==> src/rtl/tv_recorder.sv <==
// Test-vector recorder: captures {stimulus,response} words into a sync-read buffer and
// streams them back in capture order over valid/ready. Optional checker: TVREC_CHECK_EN.
module tv_recorder #(
  parameter int WIDTH = 17,
  parameter int DEPTH = 101
`ifdef TVREC_CHECK_EN
  ,
  parameter int RW    = 3
`endif
) (
  input  logic                         clk,
  input  logic                         reset,
  input  logic                         start,
  input  logic                         stop,
  input  logic                         in_valid,
  input  logic [WIDTH-1:0]             in_word,
  input  logic                         dump_req,
  output logic                         out_valid,
  input  logic                         out_ready,
  output logic [WIDTH-1:0]             out_word,
  output logic                         out_last,
  output logic [$clog2(DEPTH+1)-1:0]   count,
  output logic                         full,
  output logic                         overflow,
  output logic                         busy
`ifdef TVREC_CHECK_EN
  ,
  input  logic [RW-1:0]                exp_word,
  output logic [15:0]                  err_count
`endif
);

  // state    | meaning
  // S_IDLE   | after reset, buffer considered empty
  // S_RECORD | capturing in_valid words at mem[count]
  // S_HOLD   | capture finished, contents kept for (re)dump
  // S_DUMP   | streaming mem[0..count-1] out
  typedef enum logic [1:0] {S_IDLE, S_RECORD, S_HOLD, S_DUMP} state_e;

  localparam int CW = $clog2(DEPTH + 1);
  localparam logic [CW-1:0] DEPTH_C = CW'(DEPTH);
  localparam logic [CW-1:0] ONE     = CW'(1);

  state_e          state_q, state_d;
  logic [CW-1:0]   count_q, count_d;
  logic [CW-1:0]   rd_ptr_q, rd_ptr_d;
  logic            overflow_q, overflow_d;
  logic            out_valid_q, out_valid_d;
  logic            wr_en;
  logic            fire;
  logic            is_last;
  logic [CW-1:0]   count_inc;
  logic [CW-1:0]   rd_next;
  logic [CW-1:0]   rd_addr;
  logic [WIDTH-1:0] rd_data_q;
  logic [WIDTH-1:0] mem [DEPTH];

  assign fire      = (state_q == S_DUMP) && out_valid_q && out_ready;
  assign is_last   = (rd_ptr_q == count_q - ONE);
  assign count_inc = count_q + ONE;
  // Look one entry ahead on a transfer so the next word lands with no bubble.
  assign rd_next   = rd_ptr_q + (fire ? ONE : '0);
  assign rd_addr   = (rd_next < DEPTH_C) ? rd_next : '0;

  always_comb begin
    state_d     = state_q;
    count_d     = count_q;
    rd_ptr_d    = rd_ptr_q;
    overflow_d  = overflow_q;
    out_valid_d = out_valid_q;
    wr_en       = 1'b0;
    case (state_q)
      S_IDLE: begin
        if (start) begin
          state_d    = S_RECORD;
          count_d    = '0;
          overflow_d = 1'b0;
        end else if (dump_req && (count_q != '0)) begin
          state_d     = S_DUMP;
          rd_ptr_d    = '0;
          out_valid_d = 1'b0;
        end
      end
      S_RECORD: begin
        if (start) begin
          count_d    = '0;
          overflow_d = 1'b0;
        end else begin
          if (in_valid) begin
            wr_en   = 1'b1;
            count_d = count_inc;
            if (count_inc == DEPTH_C) state_d = S_HOLD;
          end
          if (stop) state_d = S_HOLD;
        end
      end
      S_HOLD: begin
        if (start) begin
          state_d    = S_RECORD;
          count_d    = '0;
          overflow_d = 1'b0;
        end else begin
          if (in_valid) overflow_d = 1'b1;
          if (dump_req && (count_q != '0)) begin
            state_d     = S_DUMP;
            rd_ptr_d    = '0;
            out_valid_d = 1'b0;
          end
        end
      end
      S_DUMP: begin
        if (in_valid) overflow_d = 1'b1;
        if (!out_valid_q) begin
          out_valid_d = 1'b1;
        end else if (out_ready) begin
          if (is_last) begin
            out_valid_d = 1'b0;
            rd_ptr_d    = '0;
            state_d     = S_HOLD;
          end else begin
            rd_ptr_d = rd_ptr_q + ONE;
          end
        end
      end
      default: state_d = S_IDLE;
    endcase
  end

  always_ff @(posedge clk) begin
    if (!reset) begin
      state_q     <= S_IDLE;
      count_q     <= '0;
      rd_ptr_q    <= '0;
      overflow_q  <= 1'b0;
      out_valid_q <= 1'b0;
    end else begin
      state_q     <= state_d;
      count_q     <= count_d;
      rd_ptr_q    <= rd_ptr_d;
      overflow_q  <= overflow_d;
      out_valid_q <= out_valid_d;
    end
  end

  // Buffer RAM: not reset, synchronous read.
  always_ff @(posedge clk) begin
    if (wr_en) mem[count_q] <= in_word;
    rd_data_q <= mem[rd_addr];
  end

  assign out_valid = out_valid_q;
  assign out_word  = out_valid_q ? rd_data_q : '0;
  assign out_last  = out_valid_q && is_last;
  assign count     = count_q;
  assign full      = (count_q == DEPTH_C);
  assign overflow  = overflow_q;
  assign busy      = (state_q == S_RECORD) || (state_q == S_DUMP);

`ifdef TVREC_CHECK_EN
  logic [15:0] err_q, err_d;

  always_comb begin
    err_d = err_q;
    if (start && ((state_q == S_IDLE) || (state_q == S_RECORD) || (state_q == S_HOLD))) begin
      err_d = '0;
    end else if (wr_en && (in_word[RW-1:0] != exp_word) && (err_q != 16'hFFFF)) begin
      err_d = err_q + 16'd1;
    end
  end

  always_ff @(posedge clk) begin
    if (!reset) err_q <= '0;
    else        err_q <= err_d;
  end

  assign err_count = err_q;
`endif

endmodule
==> config.mk <==
export PLATFORM = sky130hd
export DESIGN_NAME = tv_recorder
export DESIGN_NICKNAME = d
export VERILOG_FILES = /design/src/rtl/tv_recorder.sv
export SDC_FILE = /design/constraint.sdc
export NUM_CORES = 2
export LEC_CHECK = 0
export BUFFER_PORTS_ARGS = -buffer_cell sky130_fd_sc_hd__clkbuf_2
export CORE_MARGIN = 2
export CORE_UTILIZATION = 59
export CTS_BUF_LIST = sky130_fd_sc_hd__clkbuf_4
export DETAILED_ROUTE_END_ITERATION = 8
export GPL_ROUTABILITY_DRIVEN = 0
export PLACE_DENSITY = 0.78
export SLEW_MARGIN = 20
export SYNTH_ARGS = -nofsm -noshare
export SYNTH_HDL_FRONTEND = slang
export SYNTH_SLANG_ARGS = --single-unit
==> constraint.sdc <==
create_clock -name clk -period 3.3 [get_ports clk]
set_input_delay 0.66 -clock clk [delete_from_list [all_inputs] [get_ports clk]]
set_output_delay 0.66 -clock clk [all_outputs]
set_load 0.05 [all_outputs]
-- Word level (Yosys, flattened, before mapping)
Memory sizes are Yosys's and may differ from the RTL's. A register that Yosys moved wholly into a read port is not among the register bits.
Cells that the tools add are included.
- bits in registers: 18
- memory bits (writable): 1717
- input port bits: 24
- output and inout port bits: 29
- word-level logic and storage cells: 82
- memories kept: 1
- $add $sub $neg: 4
- magnitude comparators: 1
- equality and inequality tests: 18
- multiplexer cells: 38
- reductions and logical operators: 15
- memory list (memory ; words ; width ; rd ports ; clocked after memory_dff ; wr ports ; line ; source):
    mem ; 101 ; 17 ; 1 ; 1 ; 1 ; 56 ; logic [WIDTH-1:0] mem [DEPTH];
- operators with widths (operator ; number):
    $mux W7 ; 9
    $pmux W7 S2 ; 2
    $mux W2 ; 9
    $mux W17 ; 1
    $add A7 B1 Y7 const B ; 2
    $eq A7 B7 Y1 const B ; 2
    $mux W1 ; 14
    $ne A2 B2 Y1 const B ; 5
    $ne A3 B3 Y1 const B ; 3
    $add A7 B1 Y7 ; 1
    $eq A7 B7 Y1 ; 1
    $lt A7 B7 Y1 const B ; 1
    $reduce_and A7 Y1 ; 1
    $reduce_bool A7 Y1 ; 1
    $sub A7 B1 Y7 const B ; 1
    $ne A2 B1 Y1 const B ; 3
    $pmux W2 S3 ; 1
    $reduce_and A3 Y1 ; 2
    $reduce_and A5 Y1 ; 1
    $eq A2 B2 Y1 const B ; 2
    $logic_and A1 B1 Y1 ; 4
    $reduce_bool A2 Y1 ; 2
    $reduce_or A2 Y1 ; 2
    $ne A3 B1 Y1 const B ; 1
    other kinds (5) ; 5

-- Logic depth before layout (Yosys ltp)
- depth in word-level cells: 7
- depth in mapped cells: 19
- gate-level depth less buffers: 12

-- Worst setup path before layout
OpenSTA, ideal clock, no wires.
- path type: register to register
- start point: register out_valid_q (netlist: out_valid)
- end point: register rd_data_q[11], read port of mem
- library setup time: 0.122 ns
- arrival time: 3.354 ns
- required time: 3.178 ns
- path slack: -0.176 ns
- cell stages (with the launch flop): 15
- buffers on the path: 3
- clock period less this slack: 3.476 ns
- cells stage by stage: dfxtp_1 -> nand4_1 -> inv_1 -> ha_1 -> buf_2 -> o21a_1 -> o32ai_1 -> nor2_2 -> a21oi_2 -> buf_2 -> buf_2 -> o221ai_1 -> a311oi_1 -> nor3_1 -> o32a_1
- longest elaborated chain between the ends: 6
- RTL lines (element ; line ; source):
    start, declared ; 48 ; logic out_valid_q, out_valid_d;
    start signal, assigned ; 141 ; out_valid_q <= out_valid_d;
    $logic_and A1 B1 Y1 * (2 in a row) ; 58 ; assign fire = (state_q == S_DUMP) && out_valid_q && out_ready;
    $mux W1 * ; 62 ; assign rd_next = rd_ptr_q + (fire ? ONE : '0);
    $add A7 B1 Y7 * ; 62 ;
    $lt A7 B7 Y1 ; 63 ; assign rd_addr = (rd_next < DEPTH_C) ? rd_next : '0;
    $mux W7 * ; 63 ;
    end, declared ; 55 ; logic [WIDTH-1:0] rd_data_q;
Mark *: on every way between the ends. The rest lies on a longest branch, timed or not.
A chain may end at the register's enable or synchronous reset.

-- Final worst setup path
- start point: register out_valid_q (netlist: out_valid)
- end point: register rd_data_q[3], read port of mem
The elaborated chain is that of the path after synthesis.

==> out/results.ini <==
[run_status]
status = complete, but fails checks
violations = DRC, setup timing

[critical_path]
cp_max_fo = 21
reg2reg_to = rd_data_q[3]
crit_buf_inv = 4
cp.arrival_ns = 5.03
worstPathRequired_ns = 4.57
reg2reg_from = out_valid
start_kind = flop
path_delay_family = compound AO/OA/AOI/OAI gates
reg2reg_slack_ns = -0.46
end_kind = flop
crit_chain = nand4_1 > inv_2 > ha_4 > nand2b_1 > a211oi_2 > buf_4 > nor2_4 > buf_4 > a211o_4 > buf_12 > o21ai_0 > o21ai_0 > nor4_2 > o32a_1
reg2reg_depth = 14
critPathSlowestCell = o21ai_0
max_stage_delay_ns = 0.65
critPathKind = reg -> reg

[power]
comb_power_share_pct = 1.9
internal_power_w = 0.0333
irDropWorstVdd_v = 0.000382
p_sw_w = 0.00942
sw_frac_of_total_pct = 22.0
p_per_area_nw_per_um2 = 495
power_frac_seq_pct = 57.1
clkPwrFrac_pct = 40.9
leakagePower_nw = 30.1

[global_routing]
grt_max_degree = 125
met1_usage_pct = 47.6
met3_usage_pct = 15.5
grt_overflow_total = 0
grt_pass1_vias = 49800
grt-busiest-layer = met2
grt_pass1_wl_microns = 330000
antenna_found_initial = 15
grt_use_met2_pct = 54.7
grt_use_total_pct = 37.7

[route]
ant_nets = 0
wl_microns = 236000
drc = 11
via_per_inst = 6.89
wl_per_cell_microns = 31.7
dr.pass1.iters = 9
vias = 51300
drt_iter0_drc = 9643

[clock_network]
cts.htree.levels = 5
clock_sinks = 1752
cts_root_buffer = clkbuf_4
clock_path_buffers = 4
cts_tree = built
clock_latency_ns = 1.37
cts_buffers = 426
path_clk_slew_ns = 0.07

[floorplan]
placementRows = 126
die_area_sq_um = 122000
die_h_microns = 349
die_x_microns = 349
start_util_pct = 59.5
ios = 53
core_sq_um = 118000

[finish]
areaGrowthSynthToFinish_pct = 22.9
instances_no_fill = 7445
layout-drive-gt1-share_pct = 31.4
nets = 5632

[timing]
worst_pin_slew_ns = 1.04
clock_skew_ns = 0.122
drv_slew = 0
grt_setup_unrepaired = true
layout_setup_ws_ns = -0.461
finalSetupViolations = 19
finalCritPeriodShare_pct = 114
fmax_mhz = 266
slew_headroom_pct = 30.8
finalHoldViolCount = 0
min_period_ns = 3.76
setup_tns_ns = -5.85

[run]
maxCapViolations = 0

[synth]
synth_top_flop_cell = edfxtp_1
async_flop_share_pct = 0
synth_cells = 4620
ys_ff_latch = 1752
synth-seq-area-share_pct = 74.4
yosys_warnings = 0
ys_types = 85
synth_edf_count = 1717
synth_area_sq_um = 70200
synth_fp_nets = 4650
syn_avg_cell_area_sq_um = 15.2

[placed_design]
placed_cells = 6552
portBuffers = 52
place_hpwl_microns = 133000

[hold_path]
hold_depth = 7
worstHoldEndpoint = state_q[1]
min_from = stop
min_path_type = in -> reg

## Yosys cell counts (13+ instances only)
library cell     n  share of area, %
buf_1           15             0.080
o211ai_1        27              0.29
a22oi_1         14              0.15
a21oi_1        129              0.92
nor4_1          27              0.24
clkbuf_1       143              0.76
o221ai_1        96               1.2
edfxtp_1      1717                73
nand4_1         28              0.25
o21ai_0        114              0.81
a221oi_1        21              0.26
buf_4           31              0.33
a31oi_1        113               1.0
nor3_1          55              0.39
and2_1          24              0.21
and3_1          30              0.27
inv_1           13             0.069
nor2_1         190               1.0
buf_2          123              0.88
o22ai_1         41              0.37
dfxtp_1         35               1.0
a311oi_1        32              0.40
a211oi_1        34              0.36
o32a_1          16              0.23
a32oi_1         60              0.75
nand3_1        150               1.1
mux2i_1        309               4.4
xnor2_1         15              0.19
mux4_2          27              0.87
mux2_2          81               1.3
nand2_1        676               3.6
## power by group through the flow
stage | Sequential (W) | Combinational, W | Clock, W
finish | 0.0244 | 0.000822 | 0.0175
global route | 0.0244 | 0.000825 | 0.0185
CTS | 0.0244 | 0.000766 | 0.0172
detailed placement | 0.0249 | 0.000716 | 0
global placement | 0.0249 | 0.000688 | 0
floorplan | 0.0249 | 0.000122 | 0
## layer usage
layer,share of wire (%),vias up
li1,-,20300
met1,32,24600
met2,43,5220
met3,18,1173
met4,7.4,10
met5,0.024,-
## flip-flops by register name, summed over array words and instances, names as in the netlist
signal     flops
count          7
mem         1717
out_valid      1
overflow       1
rd_data_q     17
rd_ptr_q       7
state_q        2
## tightest hold or removal path: stages
cell	delay, ns
clkbuf_2	0.08
a31oi_1	0.14
nor3_1	0.06
a31oi_1	0.14
a21boi_0	0.16
nor2_1	0.15
nor2_1	0.06
## layout make-up
type	instances	area, sq um
repair buffers	877	8990
well taps	1536	1920
inverters	14	57.6
clock inverters	118	576
multi-input cells	2531	17900
diodes	9	22.5
clock buffers	608	4560
flip-flops and latches	1752	52300
fillers	6377	31800
## cells by family (layout without fill, tap and decap cells)
| family | Yosys count | after routing | share of synthesized area (%) |
|---|---|---|---|
| DFF | 1752 | 1752 | 74.4 |
| and+or+nand+nor | 1239 | 1239 | 7.64 |
| AOI/OAI and AO/OA | 844 | 844 | 8.66 |
| muxes | 417 | 417 | 6.57 |
| buffers and inverters | 337 | 1617 | 2.30 |
| xor gates and xnor gates | 25 | 25 | 0.322 |
| adders and majority gates | 6 | 6 | 0.107 |
| other | 0 | 9 | 0 |
## how the worst max path moves through the flow
stage                   start            to  cells past startpoint
floorplan           out_ready  rd_data_q[0]                     15
global placement    out_ready  rd_data_q[1]                     15
detailed placement  out_ready  rd_data_q[2]                     18
CTS                  count[5]          full                      4
global route        out_valid  rd_data_q[3]                     14
finish              out_valid  rd_data_q[3]                     14
## what timing repair did
item,4_1_cts,5_1_grt
cloned,26,2
hold buffers,25,0
resized for setup,294,109
pin swaps,107,60
buffers inserted,96,24
hold endpoints to repair,771,0
setup endpoints to repair,28,31
## stage by stage
| stage | cell area, sq um | util [%] | total power (W) | hold WS (ns) | setup slack (ns) |
|---|---|---|---|---|---|
| floorplan | 70300 | - | 0.0250 | 0.595 | 0.00650 |
| global placement | 77400 | 65.5 | 0.0256 | 0.494 | -0.970 |
| detailed placement | 77400 | 65.5 | 0.0256 | 0.517 | -0.983 |
| CTS | 85700 | 72.6 | 0.0424 | 0.0465 | -0.345 |
| global route | 86300 | 73.1 | 0.0438 | 0.220 | -0.534 |
| finish | 86300 | 73.1 | 0.0427 | 0.234 | -0.461 |
## layout by cell type, fill, tap and decap left out, types with 15 or more instances in the layout
| master | instances |
|---|---|
| nand3_1 | 142 |
| nand2_1 | 667 |
| a21oi_2 | 20 |
| o21ai_0 | 95 |
| nor2_1 | 186 |
| dfxtp_1 | 25 |
| o211ai_1 | 27 |
| a311oi_2 | 19 |
| a32oi_1 | 45 |
| clkbuf_2 | 25 |
| dlygate4sd3_1 | 25 |
| buf_8 | 20 |
| buf_6 | 23 |
| o22ai_1 | 37 |
| a21oi_1 | 107 |
| o21ai_1 | 17 |
| nand4_1 | 28 |
| mux4_2 | 27 |
| a211oi_1 | 24 |
| a31oi_1 | 108 |
| o221ai_1 | 86 |
| clkbuf_4 | 613 |
| edfxtp_1 | 1717 |
| buf_16 | 22 |
| mux2i_1 | 294 |
| o32a_1 | 15 |
| nor3_1 | 49 |
| clkinv_1 | 96 |
| mux2_2 | 80 |
| buf_12 | 116 |
| and3_1 | 27 |
| buf_4 | 625 |
Power figures use the tool's default switching activity.
